## config.mk

```make
export PLATFORM = sky130hd
export DESIGN_NAME = spart_tx_queue
export DESIGN_NICKNAME = d
export VERILOG_FILES = /design/src/rtl/spart_tx_queue.sv
export SDC_FILE = /design/constraint.sdc
export NUM_CORES = 1
export LEC_CHECK = 0
export BUFFER_PORTS_ARGS = -buffer_cell sky130_fd_sc_hd__buf_2
export CAP_MARGIN = 20
export CELL_PAD_IN_SITES_DETAIL_PLACEMENT = 1
export CELL_PAD_IN_SITES_GLOBAL_PLACEMENT = 2
export CORE_ASPECT_RATIO = 0.9
export CORE_MARGIN = 2
export CORE_UTILIZATION = 41
export CTS_BUF_LIST = sky130_fd_sc_hd__clkbuf_16
export DETAILED_ROUTE_END_ITERATION = 6
export PLACE_DENSITY = 0.83
export SYNTH_ARGS = -nofsm -noshare
export SYNTH_HDL_FRONTEND = slang
export SYNTH_SLANG_ARGS = --single-unit
export TNS_END_PERCENT = 5
```

## constraint.sdc

```tcl
create_clock -name clk -period 3.4 [get_ports clk]
set_input_delay 0.51 -clock clk [delete_from_list [all_inputs] [get_ports clk]]
set_output_delay 0.51 -clock clk [all_outputs]
set_load 0.1 [all_outputs]
```

## src/rtl/spart_tx_queue.sv

```systemverilog
// Transmit-side feeder for spart_top: FIFO of DATA_W-bit messages, one send_tx
// strobe per message, spaced so each serial frame finishes before the next launch.
//
// state | meaning
// IDLE  | waiting for a queued message; pops the head into tx_data when one exists
// SEND  | send_tx high for this single cycle; gap timer loaded
// GAP   | frame in flight; gap timer counts down to zero, then back to IDLE
module spart_tx_queue #(
  parameter int DATA_W     = 24,
  parameter int DEPTH      = 8,
  parameter int GAP_CYCLES = 100
) (
  input  logic                     clk,
  input  logic                     rst,
  input  logic                     wr_en,
  input  logic [DATA_W-1:0]        wr_data,
  input  logic                     clr_overflow,
  output logic                     send_tx,
  output logic [DATA_W-1:0]        tx_data,
  output logic                     full,
  output logic                     empty,
  output logic [$clog2(DEPTH):0]   count,
  output logic                     busy,
  output logic                     overflow
);

  localparam int PTR_W = $clog2(DEPTH);
  localparam int CNT_W = PTR_W + 1;
  localparam int GAP_W = (GAP_CYCLES > 1) ? $clog2(GAP_CYCLES) : 1;
  localparam logic [GAP_W-1:0] GAP_LOAD = GAP_W'(GAP_CYCLES - 1);
  localparam logic [CNT_W-1:0] CNT_FULL = CNT_W'(DEPTH);

  typedef enum logic [1:0] {
    IDLE = 2'd0,
    SEND = 2'd1,
    GAP  = 2'd2
  } state_t;

  state_t              r_state;
  state_t              w_state_nxt;
  logic [DATA_W-1:0]   r_mem [DEPTH];
  logic [PTR_W-1:0]    r_wr_ptr;
  logic [PTR_W-1:0]    r_rd_ptr;
  logic [CNT_W-1:0]    r_count;
  logic [DATA_W-1:0]   r_tx_data;
  logic                r_overflow;
  logic [GAP_W-1:0]    r_gap_cnt;
  logic [GAP_W-1:0]    w_gap_nxt;
  logic                w_pop;
  logic                w_full;
  logic                w_empty;
  logic                w_wr_accept;

  // Status comes only from registered count, so wr_en never reaches an output.
  assign w_full      = (r_count == CNT_FULL);
  assign w_empty     = (r_count == '0);
  assign w_wr_accept = wr_en && !w_full;

  always_comb begin
    w_state_nxt = r_state;
    w_gap_nxt   = r_gap_cnt;
    w_pop       = 1'b0;
    unique case (r_state)
      IDLE: begin
        if (!w_empty) begin
          w_pop       = 1'b1;
          w_state_nxt = SEND;
        end
      end
      SEND: begin
        w_gap_nxt   = GAP_LOAD;
        w_state_nxt = GAP;
      end
      GAP: begin
        if (r_gap_cnt == '0) begin
          w_state_nxt = IDLE;
        end else begin
          w_gap_nxt = r_gap_cnt - GAP_W'(1);
        end
      end
      default: w_state_nxt = IDLE;
    endcase
  end

  always_ff @(posedge clk) begin
    if (rst) begin
      r_state   <= IDLE;
      r_gap_cnt <= '0;
    end else begin
      r_state   <= w_state_nxt;
      r_gap_cnt <= w_gap_nxt;
    end
  end

  // Storage is not reset; only entries behind an accepted write are ever read.
  always_ff @(posedge clk) begin
    if (w_wr_accept) begin
      r_mem[r_wr_ptr] <= wr_data;
    end
  end

  always_ff @(posedge clk) begin
    if (rst) begin
      r_wr_ptr  <= '0;
      r_rd_ptr  <= '0;
      r_count   <= '0;
      r_tx_data <= '0;
    end else begin
      if (w_wr_accept) begin
        r_wr_ptr <= r_wr_ptr + PTR_W'(1);
      end
      if (w_pop) begin
        r_rd_ptr  <= r_rd_ptr + PTR_W'(1);
        r_tx_data <= r_mem[r_rd_ptr];
      end
      unique case ({w_wr_accept, w_pop})
        2'b10:   r_count <= r_count + CNT_W'(1);
        2'b01:   r_count <= r_count - CNT_W'(1);
        default: r_count <= r_count;
      endcase
    end
  end

  // A dropped write outranks a clear in the same cycle.
  always_ff @(posedge clk) begin
    if (rst) begin
      r_overflow <= 1'b0;
    end else if (wr_en && w_full) begin
      r_overflow <= 1'b1;
    end else if (clr_overflow) begin
      r_overflow <= 1'b0;
    end
  end

  assign send_tx  = (r_state == SEND);
  assign tx_data  = r_tx_data;
  assign full     = w_full;
  assign empty    = w_empty;
  assign count    = r_count;
  assign busy     = (r_state != IDLE) || !w_empty;
  assign overflow = r_overflow;

endmodule

```

### After elaboration in Yosys (flattened, before gate mapping)

Memory sizes are Yosys's and may differ from the RTL's. A register that Yosys moved wholly into a read port is not among the register bits.
Cells that the tools add are included.

* add/subtract/negate cells: 5
* equal/unequal tests: 8
* muxes and demuxes: 12
* reductions and logical operators: 14

Operators with widths (number)
* case mux 7 bit (2 select lines): 1
* case mux 4 bit (2 select lines): 1
* nonzero test 2 bit: 4
* logical NOT 7 bit: 1
* 2-to-1 mux 7 bit: 1
* subtractor 7 x 1 -> 7 bit, second input constant: 1
* adder 3 x 1 -> 3 bit, second input constant: 2
* 2-to-1 mux 1 bit: 6
* != test 2 bit, second input constant: 3
* case mux 2 bit (3 select lines): 1
* adder 4 x 1 -> 4 bit, second input constant: 1
* equality test 2 x 1 -> 1 bit, second input constant: 2
* equality test 2 bit, second input constant: 2
* equality test 4 bit, second input constant: 1
* logical NOT 4 bit: 1
* 2-to-1 mux 2 bit: 2
* AND reduction 2 bit: 2
* subtractor 4 x 1 -> 4 bit, second input constant: 1
* logical AND 1 bit: 2
* logical NOT 1 bit: 2
* logical NOT 2 bit: 1
* logical OR 1 bit: 1

* register bits: 20
* bits in writable memories: 192
* input bits: 28
* output and inout bits: 33
* logic and storage cells: 46
* memories kept: 1

Memory list
* r_mem: words 8, width 24, rd ports 1, clocked after Yosys merged registers in 1, wr ports 1, RTL line 41 `logic [DATA_W-1:0] r_mem [DEPTH];`

### Logic depth before layout (Yosys ltp)

Gate-level depths: netlist (run 1).

* depth in word-level cells: 5
* depth in mapped cells: 12
* gate-level depth less buffers: 10

### Least setup slack after synthesis (run 1)

OpenSTA, ideal clock, no wires.

* path type: reg2reg
* from: register r_count[1], in the netlist count[1]
* to: memory r_mem[0][0] (enable)
* library setup time: 0.466 ns
* data arrival time: 3.915 ns
* required time: 2.934 ns
* setup slack: -0.981 ns
* cell stages (with the launch flop): 6
* buffers on the path: 2
* clock period less this slack: 4.381 ns
* cell sequence: dfxtp_1 buf_6 or4b_1 clkbuf_1 nand2_2 nor4_1

* cells in the longest elaborated chain, start to end: 5

Ends and longest elaborated chain
* start: declaration: RTL line 44 `logic [CNT_W-1:0] r_count;`
* start signal: assignment: RTL line 117 `2'b10: r_count <= r_count + CNT_W'(1);`
* start signal: assignment: RTL line 118 `2'b01: r_count <= r_count - CNT_W'(1);`
* start signal: assignment: RTL line 119 `default: r_count <= r_count;`
* equality test 4 bit: RTL line 55 `assign w_full = (r_count == CNT_FULL);`
* logical NOT 1 bit: RTL line 57 `assign w_wr_accept = wr_en && !w_full;`
* logical AND 1 bit: RTL line 57
* 2-to-1 mux 1 bit: RTL line 97 `if (w_wr_accept) begin`
* 2-to-1 mux 1 bit (implied by the code): RTL line 98 `r_mem[r_wr_ptr] <= wr_data;`
* end: declaration: RTL line 41

No other way between the ends.

### Final worst setup path (run 1)

* from: register r_count[1], in the netlist count[1]
* to: register r_count[2], in the netlist count[2]

* cells in the longest elaborated chain, start to end: 5
* elaborated cells on any way between the ends: 12
* those cells by class: add/sub (2); eq/ne (3); mux (3); reduce/logical (4)

Ends and longest elaborated chain
* logical NOT 4 bit / equality test 4 bit (equally long branches): RTL line 56, 55
* 2-to-1 mux 1 bit / logical NOT 1 bit (equally long branches): RTL line 65, 57
* 2-to-1 mux 1 bit / logical AND 1 bit (equally long branches): RTL line 63, 57
* equality test 2 x 1 -> 1 bit / equality test 2 bit (equally long branches): RTL line 116 `unique case ({w_wr_accept, w_pop})`
* case mux 4 bit (2 select lines) / nonzero test 2 bit (equally long branches)

Several ways; a longest one is shown, not always the timed one.
A chain may end at the register's enable or synchronous reset.

==> results of run 1 <==
## kinds of logic after synthesis
group           after synthesis
compound gates               47
xor+xnor                      7
fa+ha+maj                     7
buf+inv                      35
flops                       236
mux                          52
simple gates                116
## metal layers
metal  part of all wire [%]  GRT usage (%)
met1                     43          23.11
met2                     50          27.82
met3                    5.1          3.306
met4                    1.9          4.381
met5                  0.067              0
## synth_stat cells, types with 7 or more instances
cell / instances / area, um2
nor3_2: 21 / 210.2
dfxtp_1: 44 / 880.8
edfxtp_1: 192 / 5766
a21oi_1: 10 / 50.05
mux4_2: 48 / 1081
nor3_1: 10 / 50.05
o22ai_1: 14 / 87.58
nor2_1: 45 / 168.9
o22ai_2: 10 / 125.1
ha_1: 7 / 87.58
clkbuf_1: 13 / 48.80
## state kept, by name, summed over array words and instances, names as in the netlist
register   count
count          4
r_rd_ptr       3
r_mem        192
overflow       1
r_gap_cnt      7
r_wr_ptr       3
tx_data       24
r_state        2
## layout by cell type (no fill, tap or decap), types with 7 or more instances in the layout
cell type,netlist,final
edfxtp_1,192,192
buf_2,6,60
mux4_2,48,48
nor2_1,45,42
dfxtp_1,44,42
nor3_2,21,25
clkbuf_16,0,25
o22ai_1,14,14
buf_4,3,14
a21oi_1,10,10
o22ai_2,10,10
inv_1,6,9
ha_1,7,7
## worst max-delay path: cells and delay by family, from the launching register on
family / cells / cell delay, ns
flops: 1 / 0.39
fa+ha+maj: 2 / 0.51
compound gates: 2 / 0.21
simple gates: 3 / 1.20
xor+xnor: 2 / 0.37
## per-stage QoR
step           power [mW]  hold WS (ns)
5_1_grt             9.749        0.2654
6_report            9.322        0.2592
3_5_place_dp        6.764        0.4895
2_1_floorplan       6.114        0.4759
3_3_place_gp        6.662        0.4767
4_1_cts             9.429        0.2501
## power by group through the flow
stage	logic [mW]	clock network, mW	registers, mW
3_3_place_gp	2.95	0	3.71
3_5_place_dp	3.03	0	3.74
6_report	3.00	2.65	3.67
4_1_cts	3.04	2.71	3.68
2_1_floorplan	1.75	0	4.37
5_1_grt	3.22	2.81	3.71
## cell type report
class	instances	area (um2)	area share [%]
repair buffers	76	436.7	4.094
clock inverters	20	176.4	1.654
multi-input cells	229	2385	22.36
flip-flops and latches	236	6651	62.37
inverters	7	26.28	0.2464
well taps	291	364.1	3.414
clock buffers	25	625.6	5.866
## worst min-delay path by stage
stage / startpoint / end / slack (ns) / cells past startpoint
after floorplan: r_gap_cnt[4] / r_gap_cnt[4] / 0.48 / 2
after global placement: tx_data[9] / tx_data[9] / 0.48 / 2
after detailed placement: tx_data[23] / tx_data[23] / 0.49 / 2
after CTS: wr_data[19] / r_mem[2][19] / 0.25 / 1
after global routing: wr_data[1] / r_mem[0][1] / 0.27 / 1
final: wr_data[19] / r_mem[4][19] / 0.26 / 1
==> flow_results.xml, run 1 <==
<?xml version="1.0" encoding="UTF-8"?>
<metrics>
  <group name="layout">
    <metric name="layout_stage_area_growth_over_the_synthesis_result" unit="%">16.18</metric>
    <metric name="diodes" unit="">0</metric>
    <metric name="post-route-cell-area" unit="um2">10670</metric>
    <metric name="share_of_final_layout_standard_cells_stronger_than_drive_strength_1" unit="%">35.75</metric>
    <metric name="nets" unit="">610</metric>
    <metric name="non_filler_cells_final" unit="">884</metric>
    <metric name="filler_cell_count" unit="">2081</metric>
    <metric name="final_util" unit="%">48.87</metric>
  </group>
  <group name="worst_hold_path">
    <metric name="worst_hold_path_type" unit="">input port to flop</metric>
  </group>
  <group name="sta">
    <metric name="timing.slew.headroom" unit="%">50.82</metric>
    <metric name="totalNegativeSetupSlack" unit="ns">0</metric>
    <metric name="timing_max_transition_violations_final" unit="">0</metric>
    <metric name="grt_setup_unrepaired" unit="">false</metric>
    <metric name="fin_skew" unit="ns">0.01113</metric>
    <metric name="timing.final.ws_setup" unit="ns">0.6471</metric>
    <metric name="finalHoldViolations" unit="">0</metric>
    <metric name="timing.final.setup_violations" unit="">0</metric>
    <metric name="worst_slew_pin_slew" unit="ns">0.7377</metric>
    <metric name="period_needed" unit="ns">2.753</metric>
    <metric name="achievable-frequency" unit="MHz">363.3</metric>
    <metric name="timing.final.crit_share" unit="%">80.97</metric>
  </group>
  <group name="synth">
    <metric name="synthMuxAreaShare" unit="%">12.23</metric>
    <metric name="synth-main-ff-cell" unit="">edfxtp_1</metric>
    <metric name="ys_types" unit="">46</metric>
    <metric name="post_synth_and_or_nand_nor_area_fraction" unit="%">7.769</metric>
    <metric name="synth-compound-area-share" unit="%">3.898</metric>
    <metric name="post_synth_inst_count" unit="">500</metric>
    <metric name="synth-async-reset-ratio" unit="%">0</metric>
    <metric name="sequential_element_share_of_the_synthesized_area" unit="%">72.40</metric>
    <metric name="post_synth_adder_cell_area" unit="%">0.9541</metric>
    <metric name="syn-cell-area" unit="um2">9180</metric>
    <metric name="mappedNetlistNets" unit="">535</metric>
    <metric name="synth-edff-count" unit="">192</metric>
    <metric name="synth_warnings" unit="">0</metric>
    <metric name="combinational_family_with_the_most_area_after_synthesis" unit="">multiplexers</metric>
    <metric name="mean_post_synth_cell_area" unit="um2">18.36</metric>
    <metric name="synth.ff_latch_count" unit="">236</metric>
    <metric name="yosys.area_share.xor_xnor" unit="%">0.6678</metric>
  </group>
  <group name="setup_path">
    <metric name="crit_fanout" unit="">9</metric>
    <metric name="worstReg2RegStart" unit="">count[1]</metric>
    <metric name="worstSetupStartpoint" unit="">count[1]</metric>
    <metric name="setup.worst_path.start_class" unit="">flop</metric>
    <metric name="crit_type" unit="">flop to flop</metric>
    <metric name="critical_path_cell_by_cell" unit="">or4b_1 &gt; nand2_2 &gt; ha_1 &gt; xor2_1 &gt; ha_1 &gt; a21oi_1 &gt; xor2_1 &gt; or3_1 &gt; a21oi_1</metric>
    <metric name="cpPeakStageDelay" unit="ns">0.63</metric>
    <metric name="r2r_cells" unit="">9</metric>
    <metric name="setup.reg_to_reg.worst_slack" unit="ns">0.65</metric>
    <metric name="end_kind" unit="">flop</metric>
    <metric name="endpoint" unit="">count[2]</metric>
    <metric name="terminus_of_the_critical_flop_to_flop_path" unit="">count[2]</metric>
    <metric name="critPathRequiredTime" unit="ns">3.84</metric>
    <metric name="worst_path_max_delay_cell" unit="">or4b_1</metric>
    <metric name="critPathArrivalTime" unit="ns">3.19</metric>
  </group>
  <group name="die">
    <metric name="io-pin-count" unit="">61</metric>
    <metric name="num_rows" unit="">51</metric>
    <metric name="die-width" unit="um">161.7</metric>
    <metric name="die_area" unit="um2">23610</metric>
    <metric name="chipHeight" unit="um">146.0</metric>
    <metric name="core_area" unit="um2">21820</metric>
    <metric name="initial_core_util" unit="%">42.07</metric>
  </group>
  <group name="cts">
    <metric name="clockRootBuffer" unit="">clkbuf_16</metric>
    <metric name="max-clock-path-buffers" unit="">3</metric>
    <metric name="clock_sinks" unit="">236</metric>
    <metric name="numCtsBuffers" unit="">25</metric>
    <metric name="postCtsHoldBufs" unit="">0</metric>
    <metric name="clk_transition_reported_paths" unit="ns">0.06</metric>
    <metric name="cts-resized-gates" unit="">0</metric>
    <metric name="total_number_of_h_tree_levels" unit="">1</metric>
    <metric name="tritoncts_clock_tree" unit="">done</metric>
    <metric name="clock_latency" unit="ns">0.52</metric>
    <metric name="postCtsSetupBuffers" unit="">0</metric>
  </group>
  <group name="global_routing">
    <metric name="via_count_of_the_first_global_routing_pass" unit="">5148</metric>
    <metric name="residual_overflow_from_global_routing" unit="">0</metric>
    <metric name="largest_net_degree_at_the_start_of_global_routing" unit="">41</metric>
    <metric name="grt_use_total" unit="%">16.85</metric>
    <metric name="antenna_found_initial" unit="">1</metric>
    <metric name="grt_pass1_wl" unit="um">30590</metric>
  </group>
  <group name="routing">
    <metric name="post_drt_via_cell_ratio" unit="">5.447</metric>
    <metric name="totalWireLength" unit="um">19510</metric>
    <metric name="via_count" unit="">4815</metric>
    <metric name="ant_nets" unit="">0</metric>
    <metric name="drt-pass1-iter-count" unit="">4</metric>
    <metric name="post_drt_wl_per_cell" unit="um">22.07</metric>
    <metric name="detail_route.iter0.violations" unit="">296</metric>
    <metric name="drcViolationCount" unit="">0</metric>
  </group>
  <group name="placement">
    <metric name="dpl.hpwl" unit="um">11770</metric>
    <metric name="gpl.final_weighted_congestion" unit="">0.7816</metric>
    <metric name="numPortBuffers" unit="">60</metric>
    <metric name="placed_cell_area" unit="um2">9863</metric>
    <metric name="preCtsSetupSlack" unit="ns">0.6683</metric>
    <metric name="place_inst" unit="">839</metric>
  </group>
  <group name="power_and_ir_drop">
    <metric name="pwr_density_cell" unit="nW/um2">874.1</metric>
    <metric name="vdd_drop_max" unit="mV">0.3936</metric>
    <metric name="switching_share" unit="%">36.55</metric>
    <metric name="clock_network_power_share" unit="%">28.4</metric>
    <metric name="combPwrFrac" unit="%">32.2</metric>
    <metric name="power.net_switching" unit="mW">3.407</metric>
    <metric name="total_leakage_power" unit="nW">3.593</metric>
    <metric name="power.internal" unit="mW">5.915</metric>
    <metric name="sequential_cell_fraction_of_total_power" unit="%">39.4</metric>
  </group>
  <group name="status">
    <metric name="result_of_the_run" unit="">complete, no violations</metric>
  </group>
  <group name="job">
    <metric name="drv.max_cap_violation_count" unit="">0</metric>
  </group>
</metrics>
Power figures use the tool's default switching activity.
==> run 2: changes to the inputs <==
--- a/config.mk
+++ b/config.mk
@@ -11,10 +11,10 @@
 export CELL_PAD_IN_SITES_GLOBAL_PLACEMENT = 2
 export CORE_ASPECT_RATIO = 0.9
 export CORE_MARGIN = 2
-export CORE_UTILIZATION = 41
+export CORE_UTILIZATION = 46
 export CTS_BUF_LIST = sky130_fd_sc_hd__clkbuf_16
 export DETAILED_ROUTE_END_ITERATION = 6
-export PLACE_DENSITY = 0.83
+export PLACE_DENSITY = 0.87
 export SYNTH_ARGS = -nofsm -noshare
 export SYNTH_HDL_FRONTEND = slang
 export SYNTH_SLANG_ARGS = --single-unit
==> constraint.sdc (replaced) <==
create_clock -name clk -period 2.69 [get_ports clk]
set_input_delay 0.4035 -clock clk [delete_from_list [all_inputs] [get_ports clk]]
set_output_delay 0.4035 -clock clk [all_outputs]
set_load 0.1 [all_outputs]
==> run 2 against run 1 <==
Sequential share of layout area about the same. Die area fell by 11%. Flip-flop and latch count unchanged. Critical endpoint unchanged. Highest routed layer is now met4.
==> flow_results.xml, run 2 (synthesis gave the netlist of run 1 again) <==
<?xml version="1.0" encoding="UTF-8"?>
<metrics>
  <group name="layout">
    <metric name="final_common_cell" unit="">edfxtp_1</metric>
    <metric name="final_cell_mix" unit="">192 x edfxtp_1, 60 x buf_2, 48 x mux4_2</metric>
    <metric name="registers.top_by_ff_count" unit="">r_mem</metric>
    <metric name="layout_stage_area_growth_over_the_synthesis_result" unit="%">16.44</metric>
    <metric name="nets" unit="">612</metric>
    <metric name="non_filler_cells_final" unit="">851</metric>
    <metric name="post-route-cell-area" unit="um2">10690</metric>
    <metric name="share_of_final_layout_standard_cells_stronger_than_drive_strength_1" unit="%">36.76</metric>
    <metric name="number_of_flip_flops_in_the_largest_register" unit="">192</metric>
  </group>
  <group name="job">
    <metric name="drv.max_cap_violation_count" unit="">0</metric>
  </group>
  <group name="global_routing">
    <metric name="antenna_found_initial" unit="">3</metric>
    <metric name="via_count_of_the_first_global_routing_pass" unit="">5274</metric>
    <metric name="globalRouteMet2Util" unit="%">34.29</metric>
    <metric name="met3_usage" unit="%">3.856</metric>
    <metric name="grt_use_total" unit="%">19.73</metric>
    <metric name="met1_usage" unit="%">25.59</metric>
    <metric name="grt_pass1_wl" unit="um">31960</metric>
    <metric name="gr-max-usage-layer" unit="">met2</metric>
    <metric name="largest_net_degree_at_the_start_of_global_routing" unit="">30</metric>
    <metric name="residual_overflow_from_global_routing" unit="">0</metric>
  </group>
  <group name="routing">
    <metric name="post_drt_wl_per_cell" unit="um">23.88</metric>
    <metric name="ant_nets" unit="">0</metric>
    <metric name="drcViolationCount" unit="">0</metric>
    <metric name="via_count" unit="">4791</metric>
    <metric name="post_drt_via_cell_ratio" unit="">5.630</metric>
    <metric name="drt-pass1-iter-count" unit="">4</metric>
    <metric name="totalWireLength" unit="um">20320</metric>
    <metric name="detail_route.iter0.violations" unit="">377</metric>
  </group>
  <group name="sta">
    <metric name="worst_slew_pin_slew" unit="ns">0.9957</metric>
    <metric name="fin_skew" unit="ns">0.01878</metric>
    <metric name="period_needed" unit="ns">2.546</metric>
    <metric name="timing.final.crit_share" unit="%">94.63</metric>
    <metric name="timing.slew.headroom" unit="%">33.12</metric>
    <metric name="grt_setup_unrepaired" unit="">false</metric>
    <metric name="timing.final.setup_violations" unit="">0</metric>
    <metric name="finalHoldViolations" unit="">0</metric>
    <metric name="achievable-frequency" unit="MHz">392.8</metric>
    <metric name="timing.final.ws_setup" unit="ns">0.1445</metric>
    <metric name="timing_max_transition_violations_final" unit="">0</metric>
  </group>
  <group name="die">
    <metric name="num_rows" unit="">49</metric>
    <metric name="initial_core_util" unit="%">46.36</metric>
    <metric name="die_area" unit="um2">21100</metric>
    <metric name="core_area" unit="um2">19800</metric>
    <metric name="die-width" unit="um">152.9</metric>
    <metric name="io-pin-count" unit="">61</metric>
    <metric name="chipHeight" unit="um">138.0</metric>
  </group>
  <group name="worst_hold_path">
    <metric name="worst_hold_path_type" unit="">input port to flop</metric>
  </group>
  <group name="cts">
    <metric name="clock_latency" unit="ns">0.52</metric>
    <metric name="clock_sinks" unit="">236</metric>
    <metric name="clk_transition_reported_paths" unit="ns">0.06</metric>
    <metric name="postCtsHoldBufs" unit="">0</metric>
    <metric name="total_number_of_h_tree_levels" unit="">1</metric>
    <metric name="tritoncts_clock_tree" unit="">done</metric>
    <metric name="max-clock-path-buffers" unit="">3</metric>
    <metric name="numCtsBuffers" unit="">24</metric>
    <metric name="clockRootBuffer" unit="">clkbuf_16</metric>
  </group>
  <group name="setup_path">
    <metric name="worstSetupStartpoint" unit="">count[1]</metric>
    <metric name="terminus_of_the_critical_flop_to_flop_path" unit="">count[2]</metric>
    <metric name="cp_num_cells" unit="">10</metric>
    <metric name="worstReg2RegStart" unit="">count[1]</metric>
    <metric name="setup.worst_path.start_class" unit="">flop</metric>
    <metric name="critPathRequiredTime" unit="ns">3.11</metric>
    <metric name="r2r_cells" unit="">10</metric>
    <metric name="cpPeakStageDelay" unit="ns">0.63</metric>
    <metric name="critPathArrivalTime" unit="ns">2.97</metric>
    <metric name="crit_type" unit="">flop to flop</metric>
    <metric name="cp_common_cell" unit="">xor2_1</metric>
    <metric name="critical-path-top-delay-family" unit="">simple AND/OR/NAND/NOR gates</metric>
    <metric name="crit_fanout" unit="">9</metric>
    <metric name="endpoint" unit="">count[2]</metric>
    <metric name="crit_path_buf_inv_count" unit="">1</metric>
    <metric name="setup.reg_to_reg.worst_slack" unit="ns">0.14</metric>
    <metric name="critical_path_cell_by_cell" unit="">or4_4 &gt; inv_12 &gt; nor3_4 &gt; ha_2 &gt; xor2_1 &gt; ha_1 &gt; a21oi_2 &gt; xor2_1 &gt; or3_1 &gt; a21oi_1</metric>
    <metric name="end_kind" unit="">flop</metric>
    <metric name="worst_path_max_delay_cell" unit="">or4_4</metric>
  </group>
  <group name="placement">
    <metric name="preCtsSetupSlack" unit="ns">0.1572</metric>
    <metric name="gpl.final_weighted_congestion" unit="">0.7669</metric>
    <metric name="dpl.hpwl" unit="um">12480</metric>
    <metric name="place_inst" unit="">804</metric>
    <metric name="placed_cell_area" unit="um2">9925</metric>
    <metric name="numPortBuffers" unit="">60</metric>
  </group>
  <group name="power_and_ir_drop">
    <metric name="total_leakage_power" unit="nW">3.597</metric>
    <metric name="pwr_density_cell" unit="nW/um2">1099</metric>
    <metric name="vdd_drop_max" unit="mV">0.6156</metric>
  </group>
  <group name="status">
    <metric name="result_of_the_run" unit="">complete, no violations</metric>
  </group>
</metrics>
## run 2: changes by cell type in the layout (fill, tap and decap cells not counted), sizes merged
| cell | previous run | this run |
|---|---|---|
| inv | 11 | 12 |
| clkinv | 10 | 11 |
| bufinv | 3 | 2 |
| buf | 76 | 79 |
| diode | 0 | 3 |
| clkinvlp | 3 | 0 |
| clkbuf | 25 | 24 |
## run 2: timing repair
| action | in CTS | in global routing |
|---|---|---|
| gates resized for setup | 0 | 1 |
| setup endpoints to repair | 0 | 1 |
| buffers inserted | 0 | 2 |
## run 2: how the worst min path moves through the flow
stage,from,endpoint,slack [ns],depth (start not counted)
finish,wr_data[15],r_mem[6][15],0.16,1
global route,wr_data[7],r_mem[2][7],0.16,1
CTS,wr_data[23],r_mem[1][23],0.15,1
detailed placement,tx_data[3],tx_data[3],0.49,2
global placement,tx_data[19],tx_data[19],0.47,2
floorplan,r_gap_cnt[4],r_gap_cnt[4],0.48,2
## run 2: routing by layer
metal  share of wire, %  vias up
li1                   -     2149
met1                 41     2500
met2                 52      113
met3                4.8       29
met4                2.1        0
met5                  0        -
## run 2: area by class of cell
cell class | count | area [um2]
timing repair buffer | 79 | 480.5
antenna | 3 | 7.507
clock inverter | 18 | 137.6
tap | 255 | 319.1
multi-input combinational | 229 | 2439
fill | 1832 | 9114
sequential | 236 | 6666
clock buffer | 24 | 600.6
inverter | 7 | 38.79
## run 2: through the flow
| step | power [mW] | TNS, ns | hold WS, ns | util [%] |
|---|---|---|---|---|
| global route | 12.28 | 0 | 0.1619 | 53.96 |
| finish | 11.75 | 0 | 0.1610 | 53.98 |
| detailed placement | 8.671 | 0 | 0.4908 | 50.12 |
| floorplan | 7.838 | -0.2776 | 0.4759 | - |
| global placement | 8.508 | 0 | 0.4720 | 50.12 |
| CTS | 11.83 | 0 | 0.1521 | 53.84 |
## run 2: report_power, final
part           switching (mW)  internal (mW)
clock                    1.33           1.81
combinational            2.71           1.26
sequential              0.298           4.33
